$ cat src/rtl/decoder_3to8_stream.sv
// Streaming binary-to-one-hot decoder with valid/ready on both sides.
// A main output register plus one skid register give full throughput under backpressure.
module decoder_3to8_stream #(
  parameter int N     = 3,
  parameter int CNT_W = 8
) (
  input  logic                clk,
  input  logic                rst_n,
  input  logic [N-1:0]        in_code,
  input  logic                in_valid,
  output logic                in_ready,
  output logic [(2**N)-1:0]   out_onehot,
  output logic                out_valid,
  input  logic                out_ready,
  input  logic                cnt_clr,
  output logic [CNT_W-1:0]    xfer_cnt
);

  localparam int OUT_W = 2**N;

  // Bit 0 doubles as "main register holds a word".
  localparam logic [1:0] EMPTY = 2'b00;
  localparam logic [1:0] ONE   = 2'b01;
  localparam logic [1:0] FULL  = 2'b11;

  logic [1:0]       state_reg;
  logic [1:0]       state_next;
  logic [OUT_W-1:0] main_onehot_reg;
  logic [N-1:0]     skid_code_reg;
  logic             in_ready_reg;
  logic [CNT_W-1:0] cnt_reg;

  logic [OUT_W-1:0] dec_in;
  logic [OUT_W-1:0] dec_skid;

  logic accept;
  logic xfer;
  logic main_load;
  logic main_from_skid;
  logic main_clear;
  logic skid_load;

  genvar gi;
  generate
    for (gi = 0; gi < OUT_W; gi++) begin : g_dec
      assign dec_in[gi]   = (in_code == N'(gi));
      assign dec_skid[gi] = (skid_code_reg == N'(gi));
    end
  endgenerate

  assign accept = in_valid && in_ready_reg;
  assign xfer   = state_reg[0] && out_ready;

  always_comb begin
    state_next     = state_reg;
    main_load      = 1'b0;
    main_from_skid = 1'b0;
    main_clear     = 1'b0;
    skid_load      = 1'b0;
    case (state_reg)
      EMPTY: begin
        if (accept) begin
          state_next = ONE;
          main_load  = 1'b1;
        end
      end
      ONE: begin
        if (accept && xfer) begin
          main_load = 1'b1;
        end else if (xfer) begin
          state_next = EMPTY;
          main_clear = 1'b1;
        end else if (accept) begin
          state_next = FULL;
          skid_load  = 1'b1;
        end
      end
      FULL: begin
        if (xfer) begin
          state_next     = ONE;
          main_from_skid = 1'b1;
        end
      end
      default: begin
        state_next = EMPTY;
        main_clear = 1'b1;
      end
    endcase
  end

  always_ff @(posedge clk or negedge rst_n) begin
    if (!rst_n) begin
      state_reg       <= EMPTY;
      main_onehot_reg <= '0;
      skid_code_reg   <= '0;
      in_ready_reg    <= 1'b1;
    end else begin
      state_reg    <= state_next;
      // in_ready comes straight from this flop so out_ready never reaches it combinationally.
      in_ready_reg <= (state_next != FULL);
      if (main_load) begin
        main_onehot_reg <= dec_in;
      end else if (main_from_skid) begin
        main_onehot_reg <= dec_skid;
      end else if (main_clear) begin
        main_onehot_reg <= '0;
      end
      if (skid_load) begin
        skid_code_reg <= in_code;
      end
    end
  end

  always_ff @(posedge clk or negedge rst_n) begin
    if (!rst_n) begin
      cnt_reg <= '0;
    end else if (cnt_clr) begin
      cnt_reg <= '0;
    end else if (accept && (cnt_reg != {CNT_W{1'b1}})) begin
      cnt_reg <= cnt_reg + 1'b1;
    end
  end

  assign in_ready   = in_ready_reg;
  assign out_valid  = state_reg[0];
  assign out_onehot = main_onehot_reg;
  assign xfer_cnt   = cnt_reg;

endmodule

$ cat config.mk
export PLATFORM = sky130hd
export DESIGN_NAME = decoder_3to8_stream
export DESIGN_NICKNAME = d
export VERILOG_FILES = /design/src/rtl/decoder_3to8_stream.sv
export SDC_FILE = /design/constraint.sdc
export NUM_CORES = 1
export LEC_CHECK = 0
export ABC_AREA = 1
export BUFFER_PORTS_ARGS = -buffer_cell sky130_fd_sc_hd__buf_2
export CAP_MARGIN = 20
export CORE_UTILIZATION = 40
export CTS_CLUSTER_SIZE = 10
export DETAILED_ROUTE_END_ITERATION = 16
export GPL_TIMING_DRIVEN = 0
export PLACE_DENSITY = 0.7
export SLEW_MARGIN = 20
export SYNTH_ARGS = -nofsm -noshare
export SYNTH_HDL_FRONTEND = slang
export SYNTH_SLANG_ARGS = --single-unit
$ cat constraint.sdc
create_clock -name clk -period 1.9 [get_ports clk]
set_input_delay 0 -clock clk [delete_from_list [all_inputs] [get_ports clk]]
set_output_delay 0 -clock clk [all_outputs]
set_load 0.05 [all_outputs]
==> impl_metrics.py <==
metrics = {
    "status": {
        "outcome": "completed",
    },
    "floorplan": {
        "ios": 26,
        "die_x_um": 61.4,
        "die_area_um2": 3770,
        "start_util_pct": 41.9,
        "num_rows": 21,
        "dieHeight_um": 61.4,
        "core_area_um2": 3360,
    },
    "synthesis": {
        "ys_ff_latch": 22,
        "synth_top_cell_by_area": "dfrtp_1",
        "yosysSeqAreaShare_pct": 39.1,
        "synth.top_cells.by_area": "dfrtp_1, nand2_1, nand3_1",
        "synth_cells": 205,
        "synth_top_cells_by_count": "nand2_1, inv_1, dfrtp_1",
        "synth.cell_area_um2": 1410,
        "syn_avg_cell_area_um2": 6.88,
        "synth.most_common_cell": "nand2_1",
        "synthesis.nets": 218,
        "synthFlopType": "dfrtp_1",
        "synth_cell_types": 21,
        "async_flop_share_pct": 100,
        "synth_warnings": 0,
        "synth-edff-count": 0,
        "synth.top_cell.area_share_pct": 37.3,
    },
    "min_path": {
        "min_path_cells": 3,
        "hp-class": "in2reg",
        "min_delay_worst_endpoint": "skid_code_reg[2]",
        "worstHoldStart": "in_code[2]",
    },
    "placed_design": {
        "pre_cts_slack_ns": 0.245,
        "hpwl_mm": 2.16,
        "gp_congestion": 0.841,
        "port_buffers": 25,
    },
    "detailed_routing": {
        "dr.pass1.iters": 4,
        "wl_per_cell_um": 9.94,
        "routed_via_density": 4.65,
        "ant_nets": 0,
        "drt_iter0_markers": 31,
        "wirelength_mm": 2.82,
        "via_count": 1322,
        "drc": 0,
    },
    "sta": {
        "fmax_mhz": 588,
        "setup_viol_count_final": 0,
        "worstMarginPinSlew_ns": 0.496,
        "max_slew_margin_pct": 66.9,
        "slew_viol_final": 0,
        "clock_skew_ns": 0.00564,
        "fin_crit_sh_pct": 89.5,
        "fin_crit_ns": 1.70,
        "rsz0062_at_grt": "no",
        "hold_viol_final": 0,
        "hold_ws_ns": 0.0857,
        "postLayoutSetupSlackWorst_ns": 0.199,
        "fin_tns_setup_ns": 0,
    },
    "cts": {
        "clock_sinks": 22,
        "postCtsSetupBuffers": 0,
        "cts.path.max_buffers": 2,
        "cts_root_buf": "clkbuf_4",
        "cts-resized-gates": 0,
        "cts_tree": "built",
        "numCtsBuffers": 3,
        "clkSlewWorstSetupHoldPaths_ns": 0.12,
        "clock_latency_ns": 0.31,
        "cts_max_level": 1,
        "cts_hold_buffers": 4,
    },
    "global_routing": {
        "antenna_found_initial": 0,
        "grt_pass1_wl_mm": 4.79,
        "grt_overflow_total": 0,
        "grt_usage_pct": 17.0,
        "grt_pass1_vias": 1079,
        "grt_max_degree": 23,
    },
    "layout": {
        "drive_gt1_share_pct": 16.4,
        "num_antenna_cells": 0,
        "utilization_pct": 49.6,
        "fin_nets": 252,
        "area_growth_pct": 18.4,
    },
    "power": {
        "vdd_drop_max_mv": 0.924,
        "p_per_area_nw_per_um2": 1180,
        "leakage_uw": 0.000930,
    },
    "critical_path": {
        "worstReg2RegStart": "state_reg[0]",
        "slowest_stage": "dfrtp_1",
        "rrSetupSlack_ns": 0.20,
        "path_class": "reg2reg",
        "crit_buf_inv": 1,
        "arrival_ns": 1.95,
        "cp_max_fo": 8,
        "reg2reg_depth": 6,
        "crit_family": "simple AND/OR/NAND/NOR gates",
        "end_kind": "flip-flop",
        "required_ns": 2.15,
        "cpPeakStageDelay_ns": 0.47,
        "crit_chain": "inv_1 > ha_1 > or2_2 > nand3_1 > nand4_1 > nand2_1",
        "r2r-end": "out_onehot[6]",
        "startpoint_type": "flip-flop",
    },
    "flow_run": {
        "drv_cap": 0,
    },
}
[report_power, final]
part / leakage [uW] / switching [uW] / internal, uW / total, uW
logic: 0.000615 / 735 / 290 / 1020
registers: 0.000294 / 109 / 583 / 693
clock network: 0.0000210 / 140 / 117 / 257
[metrics by stage]
step | power [uW] | instances | cell area (um2)
after floorplan | 1490 | 205 | 1410
after global placement | 1700 | 276 | 1590
after detailed placement | 1720 | 276 | 1590
after CTS | 1990 | 284 | 1670
after global routing | 2140 | 284 | 1670
final | 1970 | 284 | 1670
[kinds of logic after synthesis]
group	count (synthesis)	synth area share [%]
AO/OA/AOI/OAI	12	5.59
flip-flops	22	39.1
AND/OR/NAND/NOR	134	40.7
buffers and inverters	30	8.87
XOR/XNOR	2	1.24
adder cells (fa/ha/maj)	5	4.44
[worst max-delay path by stage]
stage | from | to | slack, ns | cells past startpoint
finish | state_reg[0] | out_onehot[6] | 0.20 | 6
floorplan | state_reg[0] | out_onehot[0] | 0.07 | 6
detailed placement | state_reg[0] | out_onehot[7] | 0.24 | 6
CTS | state_reg[0] | out_onehot[6] | 0.21 | 6
global placement | state_reg[0] | out_onehot[7] | 0.26 | 6
global route | state_reg[0] | out_onehot[5] | 0.05 | 6
[layout make-up]
type                            instances  area (um2)
Buffer                                  3        23.8
Inverter                               27         101
Fill cell                             373        1690
Sequential cell                        22         552
Timing Repair Buffer                   29         165
Multi-Input combinational cell        153         733
Tap cell                               46        57.6
Clock buffer                            4        36.3
[cells in the final DEF (no fill, tap or decap), drive strengths merged]
master and count:
nand2 78, buf 28, inv 27, dfrtp 21, nand3 19, nor2 19
nand4 11, o21ai 7, nor3 6, ha 5, dlygate4sd3 4, clkbuf 4
o21bai 3, a21oi 2, xor2 2, or2 1, dfstp 1
[routing by layer]
metal | share of wire [%] | track usage (%) | vias up
met5 | 0 | 0 | -
met4 | 0.92 | 3.81 | 0
met3 | 3.8 | 4.41 | 2
met2 | 42 | 26.1 | 22
met1 | 53 | 24.3 | 581
li1 | - | - | 717
[tightest hold or removal path, cell delays in order]
cell,delay (ns)
buf_2,0.13
inv_1,0.13
o21ai_0,0.10
(Power assumes the default switching activity.)
